$ cat config.mk
export PLATFORM = sky130hd
export DESIGN_NAME = delay_ctrl
export DESIGN_NICKNAME = d
export VERILOG_FILES = /design/src/rtl/delay_ctrl.sv
export SDC_FILE = /design/constraint.sdc
export NUM_CORES = 1
export LEC_CHECK = 0
export ABC_AREA = 1
export BUFFER_PORTS_ARGS = -buffer_cell sky130_fd_sc_hd__buf_2
export CAP_MARGIN = 20
export CORE_ASPECT_RATIO = 1.5
export CORE_MARGIN = 5
export CORE_UTILIZATION = 60
export CTS_BUF_LIST = sky130_fd_sc_hd__clkbuf_2 sky130_fd_sc_hd__clkbuf_4 sky130_fd_sc_hd__clkbuf_8
export DETAILED_ROUTE_END_ITERATION = 10
export PLACE_DENSITY = 0.77
export SLEW_MARGIN = 10
export SYNTH_ARGS = -nofsm -noshare
export SYNTH_HDL_FRONTEND = slang
export SYNTH_SLANG_ARGS = --single-unit
$ cat constraint.sdc
create_clock -name m_clk -period 2.2 [get_ports m_clk]
set_input_delay 0.44 -clock m_clk [delete_from_list [all_inputs] [get_ports m_clk]]
set_output_delay 0.44 -clock m_clk [all_outputs]
set_load 0.005 [all_outputs]
$ cat src/rtl/delay_ctrl.sv
// Front-panel control stage: synchronises and debounces the push-buttons and frequency
// switch, and maintains the saturating 7-bit delay setting with hold-to-auto-repeat.
module delay_ctrl #(
    parameter int DEBOUNCE_CYCLES = 1_000_000,
    parameter int REPEAT_DELAY    = 50_000_000,
    parameter int REPEAT_RATE     = 10_000_000,
    parameter int DELAY_INIT      = 10,
    parameter int DELAY_MAX       = 127
) (
    input  logic       m_clk,
    input  logic       m_rst_n,
    input  logic       btn_up,
    input  logic       btn_dn,
    input  logic       btn_clr,
    input  logic       sw_freq,
    output logic [6:0] delay,
    output logic       set_freq,
    output logic       changed,
    output logic       at_min,
    output logic       at_max
);

    localparam int NIN = 4;
    localparam int IDX_UP  = 0;
    localparam int IDX_DN  = 1;
    localparam int IDX_CLR = 2;
    localparam int IDX_SW  = 3;

    typedef enum logic [1:0] {
        IDLE,
        HOLD,
        REPEAT
    } state_t;

    logic [NIN-1:0] raw;
    logic [NIN-1:0] deb_level;
    logic [NIN-1:0] deb_prev_reg;

    assign raw = {sw_freq, btn_clr, btn_dn, btn_up};

    // Per input: 2-FF synchroniser followed by a consecutive-disagreement debouncer.
    generate
        for (genvar gi = 0; gi < NIN; gi++) begin : g_in
            logic        s1_reg;
            logic        s2_reg;
            logic        level_reg;
            logic [31:0] cnt_reg;

            always_ff @(posedge m_clk or negedge m_rst_n) begin
                if (!m_rst_n) begin
                    s1_reg    <= 1'b0;
                    s2_reg    <= 1'b0;
                    level_reg <= 1'b0;
                    cnt_reg   <= '0;
                end else begin
                    s1_reg <= raw[gi];
                    s2_reg <= s1_reg;
                    if (s2_reg != level_reg) begin
                        if (cnt_reg == 32'(DEBOUNCE_CYCLES - 1)) begin
                            level_reg <= s2_reg;
                            cnt_reg   <= '0;
                        end else begin
                            cnt_reg <= cnt_reg + 32'd1;
                        end
                    end else begin
                        cnt_reg <= '0;
                    end
                end
            end

            assign deb_level[gi] = level_reg;
        end
    endgenerate

    logic up_lvl, dn_lvl, up_rise, dn_rise, clr_rise, both;

    assign up_lvl   = deb_level[IDX_UP];
    assign dn_lvl   = deb_level[IDX_DN];
    assign up_rise  = deb_level[IDX_UP]  & ~deb_prev_reg[IDX_UP];
    assign dn_rise  = deb_level[IDX_DN]  & ~deb_prev_reg[IDX_DN];
    assign clr_rise = deb_level[IDX_CLR] & ~deb_prev_reg[IDX_CLR];
    assign both     = up_lvl & dn_lvl;

    state_t      state_reg, state_next;
    logic [31:0] hold_reg, hold_next;
    logic        dir_up_reg, dir_up_next;
    logic        step_up, step_dn;
    logic        active;

    assign active = dir_up_reg ? up_lvl : dn_lvl;

    always_comb begin
        state_next  = state_reg;
        hold_next   = hold_reg;
        dir_up_next = dir_up_reg;
        step_up     = 1'b0;
        step_dn     = 1'b0;
        case (state_reg)
            IDLE: begin
                hold_next = '0;
                if (!both) begin
                    if (up_rise) begin
                        step_up     = 1'b1;
                        dir_up_next = 1'b1;
                        state_next  = HOLD;
                    end else if (dn_rise) begin
                        step_dn     = 1'b1;
                        dir_up_next = 1'b0;
                        state_next  = HOLD;
                    end
                end
            end
            HOLD: begin
                if (both || !active) begin
                    state_next = IDLE;
                    hold_next  = '0;
                end else if (hold_reg == 32'(REPEAT_DELAY - 1)) begin
                    step_up    = dir_up_reg;
                    step_dn    = !dir_up_reg;
                    hold_next  = '0;
                    state_next = REPEAT;
                end else begin
                    hold_next = hold_reg + 32'd1;
                end
            end
            REPEAT: begin
                if (both || !active) begin
                    state_next = IDLE;
                    hold_next  = '0;
                end else if (hold_reg == 32'(REPEAT_RATE - 1)) begin
                    step_up   = dir_up_reg;
                    step_dn   = !dir_up_reg;
                    hold_next = '0;
                end else begin
                    hold_next = hold_reg + 32'd1;
                end
            end
            default: begin
                state_next = IDLE;
                hold_next  = '0;
            end
        endcase
    end

    logic [6:0] delay_reg, delay_next;
    logic       set_freq_reg;
    logic       changed_reg, changed_next;

    // Clear outranks stepping; saturated steps leave the value untouched.
    always_comb begin
        delay_next = delay_reg;
        if (clr_rise) begin
            delay_next = 7'(DELAY_INIT);
        end else if (step_up && (delay_reg != 7'(DELAY_MAX))) begin
            delay_next = delay_reg + 7'd1;
        end else if (step_dn && (delay_reg != 7'd0)) begin
            delay_next = delay_reg - 7'd1;
        end
        changed_next = (delay_next != delay_reg) || (deb_level[IDX_SW] != set_freq_reg);
    end

    always_ff @(posedge m_clk or negedge m_rst_n) begin
        if (!m_rst_n) begin
            state_reg    <= IDLE;
            hold_reg     <= '0;
            dir_up_reg   <= 1'b0;
            deb_prev_reg <= '0;
            delay_reg    <= 7'(DELAY_INIT);
            set_freq_reg <= 1'b0;
            changed_reg  <= 1'b0;
        end else begin
            state_reg    <= state_next;
            hold_reg     <= hold_next;
            dir_up_reg   <= dir_up_next;
            deb_prev_reg <= deb_level;
            delay_reg    <= delay_next;
            set_freq_reg <= deb_level[IDX_SW];
            changed_reg  <= changed_next;
        end
    end

    assign delay    = delay_reg;
    assign set_freq = set_freq_reg;
    assign changed  = changed_reg;
    assign at_min   = (delay_reg == 7'd0);
    assign at_max   = (delay_reg == 7'(DELAY_MAX));

endmodule

==> results.ini, run 1 <==
[die]
fp-row-count=58
core-area_um2=16800
die_area_um2=19900
die_x_um=117
boundaryPins=17
start_util=0.612
die_h_um=170

[timing]
relSlewSlack=0.640
fin_skew_ps=15.2
finalHoldViolCount=0
finalCriticalPeriod_ps=2170
timing.hold.ws_ps=67.9
maxSlewViolCount=0
fmax_mhz=460
period_share=0.988
finalSetupViolCount=0
rsz0062_at_grt=yes
worst_pin_slew_ps=536

[clock_network]
clk_path_buf_depth=2
insertion_delay_ps=470
cts_htree_levels=4
clock_sinks=187
cts-root-buf=clkbuf_8
cts_made_buffers=17
cts_tree=built
clk_pin_slew_ps=100

[run]
maxCapViolCount=0

[logic_synthesis]
synth_edf_count=0
synth_area_leaders=dfrtp_1 45%, nor2_1 7.3%, nand2_1 6.9%
yosysTopAreaCell=dfrtp_1
avgSynthCellArea_um2=8.16
ys_seq_elements=187
syn_inst=1257
ys_seq_area_frac=0.457
synth_top_area_share=0.452
yosysUniqueCellTypes=50
synthesis.nets=1275
synth_most_common_cell=nor2_1
async_reset_ff_frac=1.00
synth_common_cells=199 x nor2_1, 189 x nand2_1, 185 x dfrtp_1
yosysWarnings=0
synth_area_um2=10300
synth_ff_type=dfrtp_1

[place]
post-dp-hpwl_um=16100
port_buffers=16
place_inst=1503
place.gp.congestion=0.901

[pwr]
intPower_mw=4.66
pwr-share-seq=0.573
combPwrFrac=0.034
power.switching_mw=1.41
irDropWorstVdd_v=0.000474
p_leak_nw=5.14
switching_share=0.233
power.density_nw_per_um2=521
power.share.clock=0.393

[final_layout]
multi_input_area_um2=4950
nNetsFinal=1360
area_growth_pct=13.7
drive_gt1_frac=0.163
num_antenna_cells=0
layout.cells.non_filler=1565
largest_reg_flops=128
n_fill_cell=1308
regArea_um2=4680

[global_routing]
met2_usage=0.396
antenna_found_initial=0
grt_pass1_vias=8361
grt_pass1_wl_um=36700
grt_max_degree=52
use_met1=0.265
met3_usage=0.0434
grt_util_all_layers=0.226
grt_busiest_layer=met2
overflow=0

[setup_path]
crit_path_max_incr_delay_ps=420
worstSetupEndpoint=g_in[2].cnt_reg[31]
cp_num_buf_inv=1
cp_cell_sequence=buf_4 -> nand3_2 -> nor3_4 -> nand3_2 -> nor2_4 -> nand2_4 -> nor3_4 -> nand2_2 -> or3_1 -> o21bai_1 -> a21oi_1
reg2reg_slack_ps=30
endpoint_kind=flip-flop
cp-start-kind=flip-flop
cp.required_ps=2570
r2r-end=g_in[2].cnt_reg[31]
slowest_stage=dfrtp_1
r2r_start=g_in[2].cnt_reg[0]
crit_family=simple AND/OR/NAND/NOR gates
reg2regPathDepth=11
crit_start=g_in[2].cnt_reg[0]
crit_type=flip-flop to flip-flop
crit_cells=11
crit_fanout=5
crit_arrival_ps=2540

[detailed_routing]
drt_wl_total_um=22000
dr_total_vias=8692
drcViolationCount=0
postRouteAntennaNets=0
wl_per_cell_um=14.0
viasPerCell=5.55
drt-initial-drc-count=610
first_pass_iters=7

[status]
status=finished clean

[worst_hold_path]
min_path_type=input pin to flip-flop

[cell usage in the layout (no fill, tap or decap), types with 5 or more instances in the layout]
master and instances:
a31oi_1 14, nor2_1 191, dfrtp_1 184, inv_1 171, nor4_2 5, ha_1 9
nor4_1 33, o21a_1 11, nor2_4 12, xnor2_1 11, inv_2 19, nand2_4 5
clkbuf_8 21, nand3_1 42, nand2_1 184, nand3_2 7, nor3b_1 17, xor2_1 59
buf_4 57, inv_6 5, nor3_2 9, nor2_2 13, nor3_4 6, buf_2 15
a21oi_1 42, nor3_1 74, nand2_2 13, o21ai_0 22, nand4_1 42
[through the flow]
stage          setup TNS (ps)  area [um2]   util  power [mW]  setup slack, ps
2_1_floorplan               0       10300      -        3.62              258
3_3_place_gp                0       10800  0.646        3.73              147
3_5_place_dp                0       10800  0.646        3.74             57.0
4_1_cts                     0       11300  0.672        6.12             4.04
5_1_grt                  -865       11700  0.695        6.27             -102
6_report                    0       11700  0.695        6.07             26.0
[kinds of logic after synthesis]
kind of cell | count (synthesis) | synth area share
flip-flops | 187 | 0.457
buffers and inverters | 205 | 0.0769
AO/OA/AOI/OAI | 110 | 0.0653
multiplexers | 1 | 0.00110
AND/OR/NAND/NOR | 672 | 0.326
XOR/XNOR | 70 | 0.0598
adder cells (fa/ha/maj) | 12 | 0.0146
[per-layer routing]
layer / part of all wire / vias up
met5: 0 / -
met4: 0.028 / 0
met3: 0.039 / 52
met2: 0.53 / 209
met1: 0.41 / 4130
li1: - / 4301
[area by class of cell]
type                    count  area share
clock buffers              21      0.0243
clock inverters            11      0.0113
inverters                 193      0.0627
multi-input cells         865       0.425
flip-flops and latches    187       0.402
well taps                 210      0.0225
repair buffers             78      0.0521
[power groups by stage]
stage,Clock (mW),Combinational (mW),Sequential [mW]
2_1_floorplan,0,0.0744,3.54
3_3_place_gp,0,0.191,3.54
3_5_place_dp,0,0.194,3.54
4_1_cts,2.44,0.196,3.48
5_1_grt,2.55,0.237,3.48
6_report,2.38,0.204,3.48
[what timing repair did]
item	CTS	global route
setup endpoints to repair	1	64
gates cloned	0	0
buffers inserted	1	28
pin swaps	0	18
gates resized for setup	1	46
hold buffers	1	0
hold endpoints to repair	45	0
[how the worst min path moves through the flow]
| stage | cells after the start | start | to | slack [ps] |
|---|---|---|---|---|
| after floorplan | 0 | m_rst_n | changed | 140 |
| after global placement | 0 | g_in[3].s1_reg | g_in[3].s2_reg | 340 |
| after detailed placement | 0 | g_in[3].s1_reg | g_in[3].s2_reg | 340 |
| after CTS | 1 | btn_up | g_in[0].s1_reg | 40 |
| after global routing | 1 | btn_up | g_in[0].s1_reg | 30 |
| final | 1 | btn_up | g_in[0].s1_reg | 70 |
(Power assumes the default switching activity.)
==> run 2: changes to the inputs <==
--- a/config.mk
+++ b/config.mk
@@ -8,7 +8,7 @@
 export ABC_AREA = 1
 export BUFFER_PORTS_ARGS = -buffer_cell sky130_fd_sc_hd__buf_2
 export CAP_MARGIN = 20
-export CORE_ASPECT_RATIO = 1.5
+export CORE_ASPECT_RATIO = 1.2
 export CORE_MARGIN = 5
 export CORE_UTILIZATION = 60
 export CTS_BUF_LIST = sky130_fd_sc_hd__clkbuf_2 sky130_fd_sc_hd__clkbuf_4 sky130_fd_sc_hd__clkbuf_8
==> run 2 against run 1 <==
Compared with the run above: the run now ends with negative setup slack left; combinational power shrank 5%; clock skew shrank 5.9 ps; global-route usage shrank 0.070 points; fmax shrank 2.2%; flip-flop and latch count is the same; via count shrank 1.3%; sequential power is essentially flat; setup slack lost 49 ps; die area shrank 0.21%; critical path type unchanged; critical endpoint is now changed; largest power group unchanged; highest routed layer unchanged.
==> results.ini, run 2 (synthesis results as in run 1) <==
[die]
die_x_um=129
core-area_um2=16900
start_util=0.608
fp-row-count=52
boundaryPins=17
die_h_um=153
die_area_um2=19800

[detailed_routing]
first_pass_iters=5
drcViolationCount=0
wl_per_cell_um=14.2
dr_total_vias=8575
viasPerCell=5.47
drt-initial-drc-count=707
drt_wl_total_um=22200
postRouteAntennaNets=0

[global_routing]
antenna_found_initial=0
grt_max_degree=51
grt_pass1_wl_um=37000
grt_util_all_layers=0.226
overflow=0
grt_pass1_vias=8132

[clock_network]
clock_sinks=187
insertion_delay_ps=480
cts_tree=built
clk_path_buf_depth=2
cts_htree_levels=4
cts-root-buf=clkbuf_8
cts_made_buffers=17
clk_pin_slew_ps=90

[status]
status=finished, violations left
violations=negative setup slack

[timing]
fin_skew_ps=9.31
worst_pin_slew_ps=547
timing.hold.ws_ps=56.3
maxSlewViolCount=0
finalCriticalPeriod_ps=2220
period_share=1.01
relSlewSlack=0.632
finalHoldViolCount=0
fmax_mhz=450
rsz0062_at_grt=yes
finalSetupViolCount=2
worst_slack_ps=-22.9

[pwr]
pwr-share-seq=0.591
power.density_nw_per_um2=504
power.share.clock=0.376
switching_share=0.230
power.switching_mw=1.35
p_leak_nw=5.12
intPower_mw=4.53
irDropWorstVdd_v=0.000390
combPwrFrac=0.033

[setup_path]
crit_type=flip-flop to flip-flop
cp-start-kind=flip-flop
endpoint_kind=flip-flop
cp_cell_sequence=ha_4 -> nand2_4 -> nor3_4 -> inv_2 -> buf_4 -> buf_4 -> buf_4 -> buf_4 -> buf_4 -> nand4_1 -> nand2_1 -> inv_2 -> nand2_2 -> nand2_1 -> nand2_1 -> inv_1 -> nand3_1
crit_arrival_ps=2590
crit_top_cell=buf_4
crit_fanout=2
slowest_stage=dfstp_2
crit_path_max_incr_delay_ps=570
reg2regPathDepth=17
cp.required_ps=2560

[final_layout]
largest_reg_flops=128
num_antenna_cells=0
drive_gt1_frac=0.171
area_growth_pct=13.8
n_fill_cell=1305
final_cell_mix=187 x nor2_1, 185 x dfrtp_1, 180 x nand2_1
nNetsFinal=1357
final_common_cell=nor2_1

[worst_hold_path]
holdPathStages=1
min_path_type=input pin to flip-flop

[place]
pre_cts_ws_ps=43.1
post-dp-hpwl_um=15500
place.gp.congestion=0.960
port_buffers=16

[run]
maxCapViolCount=0

## run 2: changes by cell type in the layout (fill, tap and decap cells not counted), moves of 3 or more
cell      delta
inv_6        -4
nand2_1      -4
nor2_2       +3
nand2_2      +4
clkbuf_8     +3
inv_1        +3
nor2_1       -4
clkbuf_4     +3
## run 2: layer usage
layer,GRT usage,part of all wire,vias to the layer above,routed length (um)
li1,-,-,4276,-
met1,0.307,0.44,4104,9790
met2,0.365,0.50,154,11100
met3,0.0461,0.040,41,884
met4,0.0675,0.020,0,440
met5,0,0,-,0
## run 2: path summary, 6_finish.rpt
path,from,end,slack (ps)
max,delay[1],changed,-20
min,btn_up,g_in[0].s1_reg,60
max reg2reg,delay[1],changed,-20
min reg2reg,g_in[2].s1_reg,g_in[2].s2_reg,360
max in group asynchronous,m_rst_n,g_in[0].cnt_reg[15],1060
min in group asynchronous,m_rst_n,hold_reg[5],450
## run 2: through the flow
stage / cells / power (mW) / TNS [ps] / cell area [um2] / util
after floorplan: 1257 / 3.62 / 0 / 10300 / -
after global placement: 1503 / 3.73 / 0 / 10800 / 0.640
after detailed placement: 1503 / 3.73 / 0 / 10800 / 0.640
after CTS: 1542 / 5.91 / -129 / 11200 / 0.667
after global routing: 1568 / 6.12 / -1380 / 11700 / 0.692
final: 1568 / 5.88 / -23.5 / 11700 / 0.692
## run 2: layout make-up
cell class | instances | area, um2 | share of cell area
sequential | 187 | 4680 | 0.401
inverter | 193 | 724 | 0.0621
clock buffer | 27 | 347 | 0.0297
multi-input combinational | 865 | 5030 | 0.432
timing repair buffer | 75 | 572 | 0.0490
clock inverter | 5 | 35.0 | 0.00300
tap | 216 | 270 | 0.0232
## run 2: power by group through the flow
| stage | clock network (mW) | registers [mW] | logic (mW) |
|---|---|---|---|
| finish | 2.21 | 3.48 | 0.194 |
| global route | 2.41 | 3.48 | 0.228 |
| CTS | 2.25 | 3.48 | 0.189 |
| detailed placement | 0 | 3.54 | 0.186 |
| global placement | 0 | 3.54 | 0.183 |
| floorplan | 0 | 3.54 | 0.0744 |
## run 2: repair_timing
| item | 4_1_cts | 5_1_grt |
|---|---|---|
| hold buffers | 1 | 0 |
| resized for setup | 8 | 53 |
| hold endpoints to repair | 44 | 0 |
| setup endpoints to repair | 1 | 53 |
| buffers inserted | 7 | 26 |
| pin swaps | 2 | 29 |
## run 2: worst max-delay path: cells and delay by family (launching register included)
kind | cells | cell delay [ps]
DFF | 1 | 570
adders and majority gates | 1 | 150
and+or+nand+nor | 8 | 600
buffers and inverters | 8 | 790
==> run 3: changes to the inputs <==
--- a/config.mk
+++ b/config.mk
@@ -9,11 +9,11 @@
 export BUFFER_PORTS_ARGS = -buffer_cell sky130_fd_sc_hd__buf_2
 export CAP_MARGIN = 20
 export CORE_ASPECT_RATIO = 1.2
-export CORE_MARGIN = 5
 export CORE_UTILIZATION = 60
 export CTS_BUF_LIST = sky130_fd_sc_hd__clkbuf_2 sky130_fd_sc_hd__clkbuf_4 sky130_fd_sc_hd__clkbuf_8
 export DETAILED_ROUTE_END_ITERATION = 10
 export PLACE_DENSITY = 0.77
+export RECOVER_POWER = 25
 export SLEW_MARGIN = 10
 export SYNTH_ARGS = -nofsm -noshare
 export SYNTH_HDL_FRONTEND = slang
==> run 3 against run 2 <==
Compared with the run above: the flow now finishes without violations; sequential share of layout area is essentially flat; final cell count unchanged; first-iteration DRC count shrank 29%; largest cell class unchanged.
==> results.ini, run 3 (synthesis results as in run 1) <==
[status]
status=finished clean

[setup_path]
endpoint_kind=output port
cp-start-kind=flip-flop
r2r_start=hold_reg[0]
cp.required_ps=1760
crit_type=flip-flop to output port
crit_fanout=2
reg2reg_slack_ps=60
crit_arrival_ps=1710
reg2regPathDepth=15
r2r-end=hold_reg[24]

[clock_network]
clk_pin_slew_ps=100
cts_tree=built
clk_path_buf_depth=2
cts_made_buffers=17
insertion_delay_ps=480
cts_htree_levels=4
cts-root-buf=clkbuf_8
clock_sinks=187

[global_routing]
overflow=0
grt_pass1_wl_um=37400
grt_util_all_layers=0.262
grt_pass1_vias=8480
antenna_found_initial=0
grt_max_degree=58

[timing]
fmax_mhz=466
period_share=0.976
relSlewSlack=0.0674
worst_pin_slew_ps=1400
finalCriticalPeriod_ps=2150
rsz0062_at_grt=yes
finalHoldViolCount=0
maxSlewViolCount=0
finalSetupViolCount=0
fin_skew_ps=19.6

[final_layout]
largest_reg_flops=128
num_antenna_cells=0
final_util=0.695
nNetsFinal=1357
final_common_cell=nor2_1
multi_input_area_um2=5030
drive_gt1_frac=0.168
area_growth_pct=13.8
n_fill_cell=1349
final_cell_mix=192 x nor2_1, 182 x dfrtp_1, 181 x nand2_1
regArea_um2=4690
layout.cells.non_filler=1568

[run]
maxCapViolCount=0

[place]
place_inst=1507
port_buffers=16
post-dp-hpwl_um=15900
place.gp.congestion=0.969

[die]
core-area_um2=16800
die_x_um=121
die_area_um2=17600
boundaryPins=17
die_h_um=145
fp-row-count=52
start_util=0.611

[pwr]
irDropWorstVdd_v=0.000422
p_leak_nw=5.14
power.density_nw_per_um2=509
finalPower_mw=5.93

[worst_hold_path]
hold_path_end=g_in[3].s1_reg
hold_start=sw_freq
holdPathStages=1
min_path_type=input pin to flip-flop

[detailed_routing]
drcViolationCount=0
dr_total_vias=8716
wl_per_cell_um=14.2
drt_wl_total_um=22200
postRouteAntennaNets=0
drt-initial-drc-count=503
viasPerCell=5.56
first_pass_iters=5

[run 3: cell count changes in the layout (fill, tap and decap cells not counted), sizes merged]
cell and delta:
clkbuf -4, buf -2, clkinv +2, clkinvlp +2, bufinv +1, inv +1
[run 3: worst max path at each step]
| stage | startpoint | endpoint | slack, ps |
|---|---|---|---|
| floorplan | hold_reg[0] | hold_reg[24] | 260 |
| global placement | hold_reg[0] | changed | 110 |
| detailed placement | hold_reg[0] | changed | 40 |
| CTS | delay[1] | at_max | -10 |
| global route | hold_reg[7] | changed | -90 |
| finish | delay[1] | at_max | 50 |
[run 3: power breakdown]
group / total (mW) / switching (mW) / leakage (nW) / internal [mW]
clock: 2.25 / 1.24 / 0.197 / 1.01
sequential: 3.48 / 0.0189 / 2.57 / 3.46
combinational: 0.205 / 0.142 / 2.37 / 0.0628
[run 3: what timing repair did]
item,CTS,global route
endpoints found under the setup margin,1,61
setup buffers,4,24
pin swaps,2,25
cloned,0,0
resized for setup,6,54
hold buffers,1,0
endpoints found under the hold margin,49,0
[run 3: per-layer routing]
layer | vias up | share of wire | track usage
met5 | - | 0 | 0
met4 | 0 | 0.023 | 0.111
met3 | 49 | 0.035 | 0.0499
met2 | 201 | 0.50 | 0.436
met1 | 4181 | 0.44 | 0.329
li1 | 4285 | - | -
[run 3: critical path, cell delays in order, from the launching register on]
cell	delay, ps
dfstp_2	560
ha_4	140
nand2_2	60
nor3_2	110
inv_1	80
nor2_2	140
buf_2	140
[run 3: through the flow]
step | cell area (um2) | hold WS [ps] | setup TNS (ps) | setup WS (ps)
finish | 11700 | 68.4 | 0 | 53.7
global route | 11700 | 31.4 | -635 | -92.8
CTS | 11300 | 47.0 | -13.8 | -13.2
detailed placement | 10800 | 342 | 0 | 35.3
global placement | 10800 | 338 | 0 | 115
floorplan | 10300 | 144 | 0 | 258
[run 3: final cells by class]
type                            instances  area share
Multi-Input combinational cell        865       0.431
Sequential cell                       187       0.402
Tap cell                              216      0.0232
Timing Repair Buffer                   75      0.0483
Clock inverter                         11     0.00954
Inverter                              193      0.0624
Clock buffer                           21      0.0242
